File: src/rtl/rr_arb_pkg.sv
// rr_arb_pkg: shared types and constants for the round-robin arbiter.
//   rr_state_t          - arbiter FSM state (IDLE / GRANT)
//   RR_DEFAULT_MAX_HOLD - default grant time limit when timeouts are built in
//   rr_idx_w()          - width of a requester index for N requesters
package rr_arb_pkg;

  typedef enum logic {
    IDLE  = 1'b0,
    GRANT = 1'b1
  } rr_state_t;

  localparam int unsigned RR_DEFAULT_MAX_HOLD = 16;

  // Index width for n requesters; never below 1 so a 1-bit index still exists.
  function automatic int unsigned rr_idx_w(input int unsigned n);
    return (n > 1) ? $clog2(n) : 1;
  endfunction

endpackage

File: src/rtl/rr_pick.sv
// rr_pick: combinational rotating-priority picker.
//   req     [N-1:0]  request vector
//   ptr     [IW-1:0] highest-priority index (always < N)
//   winner  [IW-1:0] first set req bit searching upward from ptr, wrapping at N
//   any_req          high when any req bit is set (winner is 0 otherwise)
module rr_pick
  import rr_arb_pkg::*;
#(
  parameter int unsigned N = 8,
  localparam int unsigned IW = rr_idx_w(N)
) (
  input  logic [N-1:0]  req,
  input  logic [IW-1:0] ptr,
  output logic [IW-1:0] winner,
  output logic          any_req
);

  // One extra bit so ptr + offset (at most 2N-2) cannot overflow before the wrap.
  logic [IW:0] cand;

  assign any_req = |req;

  // Walk offsets from the far end back to ptr so the nearest set bit is the
  // last assignment and therefore wins.
  always_comb begin
    winner = '0;
    cand   = '0;
    for (int i = N - 1; i >= 0; i--) begin
      cand = {1'b0, ptr} + (IW + 1)'(i);
      if (cand >= (IW + 1)'(N)) begin
        cand = cand - (IW + 1)'(N);
      end
      if (req[cand[IW-1:0]]) begin
        winner = cand[IW-1:0];
      end
    end
  end

endmodule

File: src/rtl/rr_arbiter.sv
// rr_arbiter: round-robin arbiter with registered one-hot grant, grant hold
// until release and rotating priority.
//   clk, rst_n          clock, asynchronous active-low reset
//   req   [N-1:0]       requester i holds req[i] high while it wants/owns the resource
//   done                single-cycle release strobe from the current owner
//   gnt   [N-1:0]       registered one-hot grant, zero when idle
//   gnt_idx [IW-1:0]    binary index of the owner; holds last value when idle
//   gnt_valid           OR of gnt
//   timeout             one-cycle pulse when a grant is force-released
// Build option: define RR_ARB_TIMEOUT_EN to limit each grant to MAX_HOLD
// cycles; without it no hold counter exists and timeout is tied to 0.
//
// Handshake: a requester raises req[i] and keeps it high; ownership starts on
// the cycle after the edge where gnt[i] rises and lasts until the owner pulses
// done or drops req[i] (or the hold limit expires). Either release is taken
// at the next edge, gnt then drops, and at least one idle cycle separates any
// two grants. Other req bits are not looked at while a grant is active.
module rr_arbiter
  import rr_arb_pkg::*;
#(
  parameter int unsigned N        = 8,
  parameter int unsigned MAX_HOLD = RR_DEFAULT_MAX_HOLD,
  localparam int unsigned IW      = rr_idx_w(N)
) (
  input  logic          clk,
  input  logic          rst_n,
  input  logic [N-1:0]  req,
  input  logic          done,
  output logic [N-1:0]  gnt,
  output logic [IW-1:0] gnt_idx,
  output logic          gnt_valid,
  output logic          timeout
);

  if (N < 2 || MAX_HOLD < 1) begin : g_bad_param
    $error("rr_arbiter: N must be >= 2 and MAX_HOLD >= 1");
  end

  rr_state_t     state_q, state_d;
  logic [IW-1:0] ptr_q, ptr_d;
  logic [N-1:0]  gnt_q, gnt_d;
  logic [IW-1:0] gnt_idx_q, gnt_idx_d;
  logic          gnt_valid_q, gnt_valid_d;
  logic [IW-1:0] winner;
  logic          any_req;
  logic          hold_expired;
  logic          release_now;

  rr_pick #(.N(N)) u_pick (
    .req     (req),
    .ptr     (ptr_q),
    .winner  (winner),
    .any_req (any_req)
  );

`ifdef RR_ARB_TIMEOUT_EN
  localparam int unsigned HW = $clog2(MAX_HOLD + 1);
  logic [HW-1:0] hold_q, hold_d;
  logic          timeout_q, timeout_d;

  // hold_q counts the cycles the current grant has been visible (1 on the
  // first cycle), so the limit is reached on the MAX_HOLD-th cycle.
  assign hold_expired = (state_q == GRANT) && (hold_q == HW'(MAX_HOLD));
  assign timeout      = timeout_q;
`else
  assign hold_expired = 1'b0;
  assign timeout      = 1'b0;
`endif

  always_comb begin
    state_d     = state_q;
    ptr_d       = ptr_q;
    gnt_d       = gnt_q;
    gnt_idx_d   = gnt_idx_q;
    gnt_valid_d = gnt_valid_q;
    release_now = 1'b0;
`ifdef RR_ARB_TIMEOUT_EN
    hold_d      = hold_q;
    timeout_d   = 1'b0;
`endif
    case (state_q)
      IDLE: begin
        if (any_req) begin
          state_d     = GRANT;
          gnt_d       = {{(N-1){1'b0}}, 1'b1} << winner;
          gnt_idx_d   = winner;
          gnt_valid_d = 1'b1;
`ifdef RR_ARB_TIMEOUT_EN
          hold_d      = HW'(1);
`endif
        end
      end
      GRANT: begin
        // All release causes fold into one release, so ptr moves once.
        release_now = done || !req[gnt_idx_q] || hold_expired;
        if (release_now) begin
          state_d     = IDLE;
          gnt_d       = '0;
          gnt_valid_d = 1'b0;
          // Explicit wrap so non-power-of-two N never yields an index >= N.
          ptr_d       = (gnt_idx_q == IW'(N - 1)) ? '0 : gnt_idx_q + IW'(1);
`ifdef RR_ARB_TIMEOUT_EN
          hold_d      = '0;
          // Only a pure time-limit release is reported as a timeout.
          timeout_d   = hold_expired && !done && req[gnt_idx_q];
`endif
        end else begin
`ifdef RR_ARB_TIMEOUT_EN
          hold_d      = hold_q + HW'(1);
`endif
        end
      end
      default: begin
        state_d = IDLE;
      end
    endcase
  end

  always_ff @(posedge clk or negedge rst_n) begin
    if (!rst_n) begin
      state_q     <= IDLE;
      ptr_q       <= '0;
      gnt_q       <= '0;
      gnt_idx_q   <= '0;
      gnt_valid_q <= 1'b0;
`ifdef RR_ARB_TIMEOUT_EN
      hold_q      <= '0;
      timeout_q   <= 1'b0;
`endif
    end else begin
      state_q     <= state_d;
      ptr_q       <= ptr_d;
      gnt_q       <= gnt_d;
      gnt_idx_q   <= gnt_idx_d;
      gnt_valid_q <= gnt_valid_d;
`ifdef RR_ARB_TIMEOUT_EN
      hold_q      <= hold_d;
      timeout_q   <= timeout_d;
`endif
    end
  end

  assign gnt       = gnt_q;
  assign gnt_idx   = gnt_idx_q;
  assign gnt_valid = gnt_valid_q;

endmodule

File: config.mk
export PLATFORM = sky130hd
export DESIGN_NAME = rr_arbiter
export DESIGN_NICKNAME = d
export VERILOG_FILES = /design/src/rtl/rr_arb_pkg.sv /design/src/rtl/rr_pick.sv /design/src/rtl/rr_arbiter.sv
export SDC_FILE = /design/constraint.sdc
export NUM_CORES = 1
export LEC_CHECK = 0
export CAP_MARGIN = 0
export CORE_ASPECT_RATIO = 0.5
export CORE_MARGIN = 2
export CORE_UTILIZATION = 47
export CTS_CLUSTER_DIAMETER = 120
export DETAILED_ROUTE_END_ITERATION = 8
export GPL_TIMING_DRIVEN = 0
export PLACE_DENSITY = 0.71
export SYNTH_ARGS = -nofsm -noshare
export SYNTH_HDL_FRONTEND = slang
export SYNTH_HIERARCHICAL = 1
export SYNTH_SLANG_ARGS = --single-unit
File: constraint.sdc
create_clock -name clk -period 9.05 [get_ports clk]
set_input_delay 1.81 -clock clk [delete_from_list [all_inputs] [get_ports clk]]
set_output_delay 1.81 -clock clk [all_outputs]
set_load 0.01 [all_outputs]
-- Yosys cells after proc, flatten, opt, wreduce, memory -nomap -nowiden
Cells that the tools add are included.
- register bits after elaboration: 16
- input bits: 11
- output and inout bits: 13
- logic and storage cells: 93
- $add $sub $neg: 16
- order comparisons: 17
- eq/ne operators: 3
- shift-type cells: 1
- muxes and demuxes: 44
- bitwise operators: 1
- reductions and logical operators: 6
- operators by type and width (cell ; number):
    $mux W3 ; 17
    $lt A3 B4 Y1 const B ; 9
    $ge A4 B4 Y1 const B ; 7
    $bmux W1 S3 ; 9
    $sub A3 B1 Y3 const B ; 8
    $add A3 B3 Y4 const B ; 4
    $mux W8 ; 2
    $pmux W8 S2 ; 1
    $mux W1 ; 13
    $add A3 B2 Y4 const B ; 2
    $reduce_or A8 Y1 ; 1
    $shl A1 B3 Y8 const A ; 1
    $reduce_and A2 Y1 ; 3
    $add A3 B1 Y4 const B ; 1
    $ge A3 B4 Y1 const B ; 1
    $pmux W1 S2 ; 2
    $add A3 B1 Y3 const B ; 1
    $eq A3 B3 Y1 const B ; 1
    $ne A2 B1 Y1 const B ; 1
    $ne A2 B2 Y1 const B ; 1
    $logic_not A1 Y1 ; 1
    $logic_or A1 B1 Y1 ; 1
    $not A1 Y1 ; 1

-- Longest topological paths before layout
Gate-level depths: netlist of the first run.
- word-level depth: 16
- depth in mapped cells: 14
- depth with buffers taken out: 11

-- Hierarchy
The synthesis of the first run kept the hierarchy.
- by module, submodules not included (module ; instances ; cells an instance ; area each (um^2)):
    rr_arbiter ; 1 ; 80 ; 840.8
    rr_pick ; 1 ; 85 ; 792.0

-- Worst setup path after synthesis of the first run
Ideal clock, no wire load.
- path type: input to register
- start point: in req[5]
- end point: reg gnt_q[3] (netlist: gnt[3])
- library setup time: 0.084 ns
- data arrival time: 3.987 ns
- path slack: 4.979 ns
- stages: 9
- buffers on the path: 0
- cell sequence: mux4_2 mux2_4 o32ai_2 o21ai_1 a211oi_1 inv_1 nor4b_1 a21oi_1 o22ai_1
- word-level cells in the longest chain between the ends: 13
- elaborated cells on any way between the ends: 35
- those cells by class: 2 x eq/ne; 1 x shift; 28 x mux; 4 x reduce/logical
- ends and longest elaborated chain (what ; RTL line ; source):
    start, declared ; rr_arbiter.sv:27 ; input logic [N-1:0] req,
    $bmux W1 S3 ; rr_pick.sv:33 ; if (req[cand[IW-1:0]]) begin
    $mux W1 (not written as such) ; rr_pick.sv:33 ;
    $mux W3 (7 in a row) ; rr_pick.sv:33 ;
    $mux W3 (*) ; rr_pick.sv:33 ;
    net winner[1] ; rr_arbiter.sv:44 ; logic [IW-1:0] winner;
    $shl A1 B3 Y8 (*) ; rr_arbiter.sv:85 ; gnt_d = {{(N-1){1'b0}}, 1'b1} << winner;
    $mux W8 (*) ; rr_arbiter.sv:83 ; if (any_req) begin
    $pmux W8 S2 (*) ; rr_arbiter.sv:81 ; case (state_q)
    end signal, assigned ; rr_arbiter.sv:133 ; gnt_q <= gnt_d;
    end, declared ; rr_arbiter.sv:41 ; logic [N-1:0] gnt_q, gnt_d;
The timed path passes the listed nets; every way through them passes the cells marked *. The select of a mux whose other input is x is not followed.
A chain may end at the register's enable or synchronous reset.

-- Worst setup path after layout of the first run
- start point: in req[3]
- end point: reg gnt_q[3] (netlist: gnt[3])
The elaborated chain is that of the path after synthesis.

==> impl_results.md, run 1 <==
- Main combinational cell family by area after synthesis: multiplexers
- DRC errors left: 0
- Num CTS Buffers: 3
- Yosys cell types: 45
- Synthesized area per cell: 9.90 um^2
- Final net count: between 200 and 250
- I/O pin cnt: 24
- Synth Register Bits: 16
- Startpoint types: input pin
- Drt first pass iters: 4
- Largest net degree at the start of global routing: 17
- Setup crit end kind: flip-flop
- CTS resizes: 0
- Die ar.: ~4000 um^2
- Fin crit share: 54.6%
- Worst skew pair latency: roughly 0.24 ns
- Core area: 3380 um^2
- Post-layout minimum cycle time: 4.94 ns
- Vias: about 1400
- Final setup fails: 0
- Postcts setup bufs: 0
- Synth Area in XOR/XNOR: ~2.1%
- Final wirelength: 3.82 mm
- Fin. max-slew vios: 0
- Worst-margin pin slew: about 0.74 ns
- Ys async rst share: 100%
- Mapped Cells: roughly 170
- Area Overhead vs Synth: 19.2%
- Initial antenna violation count: 0
- Outcome: finished clean
- Starting Density: 48.3%
- Synthesized net count: 180
- Maxcap violations: 0
- Multiplexer share of the synthesized area: just over 30%
- YS warnings: 6
- R2R cell count: 14
- HPWL after DPL: 2.83 mm
- Die X: approximately 87 um
- Worst hold path cell count: 2
- Place WS: 3.96 ns
- Hold crit path type: reg2reg
- F_max: ~200 MHz
- First-pass GRT wire length: 6.40 mm
- Antenna viol nets, final: 0
- DR iter-0 viols: 94
- Row count: 15
- WP data required: 9.21 ns
- EDFF count, synth: 0
- H-tree depth: 1
- Top_reg_cell synth: dfrtp_1
- Post-Synthesis Cell Area: around 1600 um^2
- Leak Pwr: just under 0.0008 uW
- GP Congestion: around 0.8
- Overall Global Routing Usage: 20.5%
- WP data arrival: 5.09 ns
- RSZ-0062 raised after global routing: false
- Pwr dens: 454 nW/um^2
- Max Fanout on Critical Path: 8
- Clk pin slew, worst setup/hold paths: 0.06 ns
- Rel. slew slack: about half
- Compound-gate portion of the synthesized area: a little over a fifth
- Total grt overflow: 0
- Share of cells above drive strength 1: ~17%
- ANT cells: 0
- Share of the synthesized area in the top cell type: roughly a quarter
- Fin util: roughly 58%
- CTS Root Cell: clkbuf_8
- Setup TNS: 0 ns
- Port Buffers: 22
- Worst Clk Skew: 0.00116 ns
- Die span in y: ~46 um
- Vias per inst: approximately 6
- CTS Hold Bufs: 0
- CTS tree: built
- Fin worst setup slack: about 4.1 ns
- Top cells by area, synth: dfrtp_1, mux4_2, mux2i_1
- Synth Area in Simple Gates: between 10% and 20%
- Final Hold Vio Count: 0
- Worst vdd ir: between 0.15 and 0.2 mV
- Adder-Cell Fraction of Synth Area: ~3.1%
- Worst Path Class, Setup: in2reg
- Wire length per cell: 16.4 um
- Post-synth top area cell: dfrtp_1
- Clock Sink Count: 16
- Vias in the first global route: 1300
- Register area share after synthesis: between 20 and 25%
- CTS Buffer Depth: 2
==> cells in the mapped netlist, types with 2 or more instances <==
library cell,number
mux2_4,6
and2_1,2
nor2b_1,2
a32oi_1,2
a22oi_1,7
mux2_2,4
a31oi_1,2
nor2_1,11
nand3_1,2
buf_6,2
nand2_1,17
nor4_1,2
mux2i_1,9
clkbuf_1,3
xor2_1,3
a21oi_1,10
inv_1,10
nor4b_1,2
mux4_2,9
buf_2,3
ha_1,4
o22ai_1,6
o21ai_0,5
o32ai_1,2
mux4_1,3
o311a_1,2
o21ai_1,2
dfrtp_1,16
==> final timing paths <==
path,from,to,slack [ns]
setup / recovery,req[3],gnt[3],4.11
hold / removal,gnt[5],gnt[5],0.53
setup reg to reg,ptr_q[1],gnt[3],4.84
hold reg to reg,gnt[5],gnt[5],0.53
max in group asynchronous,rst_n,ptr_q[1],6.60
min in group asynchronous,rst_n,state_q,2.00
==> placed cells by master (no fill, tap or decap), types with 3 or more instances in the layout <==
cell              n
mux2_2            4
buf_2             3
o21ai_0           5
clkbuf_8          3
mux2i_1           9
a22oi_1           7
mux2_4            6
a21oi_1          10
xor2_1            3
nor2_1           11
mux4_1            3
mux4_2            9
o22ai_1           6
nand2_1          17
ha_1              4
clkbuf_1          3
inv_1            10
dfrtp_1          16
clkdlybuf4s50_1  22
==> critical path, stage by stage <==
cell	delay, ns
clkdlybuf4s50_1	0.58
mux4_2	0.55
mux2_4	0.31
o32ai_2	0.25
o21ai_1	0.10
a211oi_1	0.66
inv_1	0.26
nor4b_1	0.36
a21oi_1	0.07
o22ai_1	0.15
==> where the power goes <==
part	leakage, uW	internal [uW]	switching, uW	total (uW)
combinational	0.000570	328	383	710
sequential	0.000203	98.4	24.4	123
clock	0.0000216	29.4	22.2	51.6
==> cell families after synthesis <==
family / Yosys count
muxes: 31
xor gates and xnor gates: 4
buffers and inverters: 20
other: 1
and+or+nand+nor: 41
adders and majority gates: 4
AOI/OAI and AO/OA: 48
DFF: 16
==> sequential cells by signal (all words and copies together) (netlist names) <==
name,cells
gnt_idx,3
gnt_valid,1
state_q,1
ptr_q,3
gnt,8
==> metal layers <==
layer | routed length [um] | GRT usage [%] | vias to the layer above | part of all wire (%)
li1 | - | - | 695 | -
met1 | 1850 | 29.6 | 690 | 49
met2 | 1790 | 35.3 | 34 | 47
met3 | 161 | 1.63 | 2 | 4.2
met4 | 12 | 2.77 | 0 | 0.31
met5 | 0 | 0 | - | 0
==> cell type report <==
class	count	area, um^2
fillers	280	1430
multi-input cells	129	1130
flip-flops and latches	16	400
repair buffers	22	220
plain buffers	9	56.3
well taps	42	52.6
clock buffers	3	41.3
inverters	11	41.3
==> per-stage QoR <==
step                area (um^2)  std cells  power, uW  hold WS, ns
CTS                        1950        232        878        0.531
global placement           1910        229        808        0.503
finish                     1950        232        885        0.528
detailed placement         1910        229        822        0.506
floorplan                  1630        165        671        0.476
global route               1950        232        960        0.554
Note: power is estimated with default switching activity, not from simulation.
==> run 2: changes to the inputs <==
clock period = 5 ns   (was 9.05 ns; I/O delays follow)
==> results of run 2 <==
The final DEF is identical to that of run 1. Status: finished clean.
Main changes from that run: setup slack after placement 3.96 ns -> 0.724 ns; setup slack after layout 4.11 ns -> 0.793 ns; start point of the critical path req[3] -> ptr_q[1]; register-to-register setup slack 4.84 ns -> 0.79 ns; total power 885 uW -> 1600 uW; worst IR drop on VDD 0.193 mV -> 0.350 mV
==> run 3: changes to the inputs <==
clock period = 3.96 ns   (was 5 ns; I/O delays follow)
==> run 3 against run 2 <==
  * Critical path depth down 1
  * Final cell count down 0.43%
  * Die area is the same
  * Global-route usage is essentially flat
  * Setup slack got worse by 0.54 ns
  * Flip-flop and latch count unchanged
  * Register-to-register slack got worse by 0.54 ns
  * Wire length increased by 0.66%
  * Non-clock buffer count fell by 1
  * First-iteration DRC count fell by 2.1%
  * Critical endpoint unchanged
  * Largest cell class unchanged
==> impl_results.md, run 3 (synthesis results as in run 1) <==
- Reg2reg end: gnt[3] (unchanged)
- R2R Setup Slk: 0.25 ns (was 0.79 ns)
- Vias per inst: 6.29 (was 6.13)
- Postcts setup bufs: 0 (unchanged)
- Vias in the first global route: 1308 (was 1300)
- Final setup fails: 0 (unchanged)
- WP data required: 4.12 ns (was 5.16 ns)
- Wire length per cell: 16.6 um (was 16.4 um)
- Starting Density: 48.3% (unchanged)
- Post-Layout Cell Count: 231 (was 232)
- Maxcap violations: 0 (unchanged)
- Worst Path Class, Setup: reg2reg (unchanged)
- Core area: 3380 um^2 (unchanged)
- Met2 wire length: 1.83 mm (was 1.79 mm)
- Area Overhead vs Synth: 19.5% (was 19.2%)
- F_max: 270 MHz (was 238 MHz)
- Die X: 87.4 um (unchanged)
- Clk pin slew, worst setup/hold paths: 0.06 ns (about the same)
- Critical-path top delay cell: ha_2 (was a211oi_1)
- Overall Global Routing Usage: 20.4% (was 20.5%)
- Setup TNS: 0 ns (unchanged)
- Final Cell Area: 1950 um^2 (about the same)
- RSZ-0062 raised after global routing: false (unchanged)
- Final net count: 206 (was 207)
- Placed cell count: 229 (unchanged)
- Highest routed layer: met4 (unchanged)
- Max FFs per register: 8 (unchanged)
- Share of cells above drive strength 1: 18.0% (was 16.8%)
- Worst hold path cell count: 2 (unchanged)
- Fin crit share: 93.6% (was 84.1%)
- R2R cell count: 13 (was 14)
- Row count: 15 (unchanged)
- Port Buffers: 22 (unchanged)
- Setup crit end kind: flip-flop (unchanged)
- Most frequent cells in the layout: clkdlybuf4s50_1, nand2_1, dfrtp_1 (unchanged)
- GP Congestion: 0.801 (unchanged)
- Die span in y: 45.7 um (unchanged)
- I/O pin cnt: 24 (unchanged)
- Max Fanout on Critical Path: 10 (unchanged)
- ANT cells: 0 (unchanged)
- Worst skew pair latency: 0.24 ns (about the same)
- Worst hold endpoint: gnt[5] (unchanged)
- HPWL after DPL: 2.83 mm (unchanged)
- Num CTS Buffers: 3 (unchanged)
- Met3 wire len: 180 um (was 161 um)
- Max incr delay on CP: 0.45 ns (was 0.66 ns)
- Post-layout minimum cycle time: 3.71 ns (was 4.21 ns)
- Die ar.: 3990 um^2 (unchanged)
- Outcome: finished clean (unchanged)
- CP Launch Point: ptr_q[1] (unchanged)
- Largest net degree at the start of global routing: 17 (unchanged)
- Initial antenna violation count: 0 (unchanged)
- Commonest non-fill, non-tap cell in the layout: clkdlybuf4s50_1 (unchanged)
- Hold crit path type: reg2reg (unchanged)
- H-tree depth: 1 (unchanged)
- Total grt overflow: 0 (unchanged)
- CTS Hold Bufs: 0 (unchanged)
- First-pass GRT wire length: 6.39 mm (was 6.40 mm)
- CTS Buffer Depth: 2 (unchanged)
- Area after DPL: 1910 um^2 (unchanged)
- Min-delay src: gnt[5] (unchanged)
- Startpoint types: flip-flop (unchanged)
- DRC errors left: 0 (unchanged)
- Antenna viol nets, final: 0 (unchanged)
- Hold_ws: 0.528 ns (about the same)
- Clock Sink Count: 16 (unchanged)
- Worst-margin pin slew: 0.723 ns (was 0.743 ns)
- CTS Root Cell: clkbuf_8 (unchanged)
- Final Hold Vio Count: 0 (unchanged)
- Worst Clk Skew: 0.00111 ns (was 0.00116 ns)
- CP cell instances: buf_2 > buf_2 > inv_1 > ha_2 > mux4_2 > mux2_4 > a21oi_1 > o21ai_1 > a211oi_2 > inv_1 > nor4b_1 > a21oi_1 > o22ai_1 (was buf_2 > buf_2 > inv_1 > ha_1 > clkbuf_1 > mux4_1 > mux2_4 > nand2_1 > a221oi_1 > a211oi_1 > inv_1 > nor4b_1 > a21oi_1 > o22ai_1)
- DR iter-0 viols: 92 (was 94)
- Final wirelength: 3.84 mm (was 3.82 mm)
- Met1 Wirelength: 1.82 mm (was 1.85 mm)
- Drt first pass iters: 4 (unchanged)
- Rel. slew slack: 51.7% (was 50.2%)
- Vias: 1452 (was 1421)
- Fin. max-slew vios: 0 (unchanged)
- WP data arrival: 3.86 ns (was 4.36 ns)
- CTS tree: built (unchanged)
- RR Startpoint: ptr_q[1] (unchanged)
[run 3: changes by cell type in the layout (fill, tap and decap cells not counted)]
cell	delta
a211oi_2	+1
ha_1	-1
clkbuf_1	-1
ha_2	+1
a211oi_1	-1
[run 3: metrics by stage]
step	setup slack, ns	utilization, %
floorplan	0.542	-
global placement	-0.144	56.4
detailed placement	-0.153	56.4
CTS	0.0884	57.8
global route	0.00507	57.7
finish	0.252	57.7
[run 3: worst max-delay path by stage]
stage,to,slack (ns)
floorplan,gnt[3],0.54
global placement,gnt[3],-0.14
detailed placement,gnt[3],-0.15
CTS,gnt[3],0.09
global route,gnt[2],0.005
finish,gnt[3],0.25
[run 3: worst max-delay path: cells and delay by family (launching register included)]
kind                     cells  cell delay, ns
flip-flops                   1            0.38
AND/OR/NAND/NOR              1            0.34
adder cells (fa/ha/maj)      1            0.45
multiplexers                 2            0.71
AO/OA/AOI/OAI                5            0.89
buffers and inverters        4            0.85
[run 3: layout make-up]
type / count / area [um^2]
Fill cell: 279 / 1430
Multi-Input combinational cell: 129 / 1140
Sequential cell: 16 / 400
Timing Repair Buffer: 22 / 220
Buffer: 8 / 52.6
Tap cell: 42 / 52.6
Clock buffer: 3 / 41.3
Inverter: 11 / 41.3
[run 3: layer usage]
| metal | global-route usage, % | vias up |
|---|---|---|
| li1 | - | 693 |
| met1 | 29.4 | 714 |
| met2 | 35.3 | 43 |
| met3 | 1.63 | 2 |
| met4 | 2.77 | 0 |
| met5 | 0 | - |
[run 3: repair_timing]
item / 4_1_cts / 5_1_grt
gates cloned: 0 / 0
gates resized for setup: 1 / 1
endpoints found under the setup margin: 1 / 7
pin swaps: 0 / 1
Power of run 3 is not shown: default switching activity piles up to over one toggle a cycle in this logic, so the estimate is an artifact.
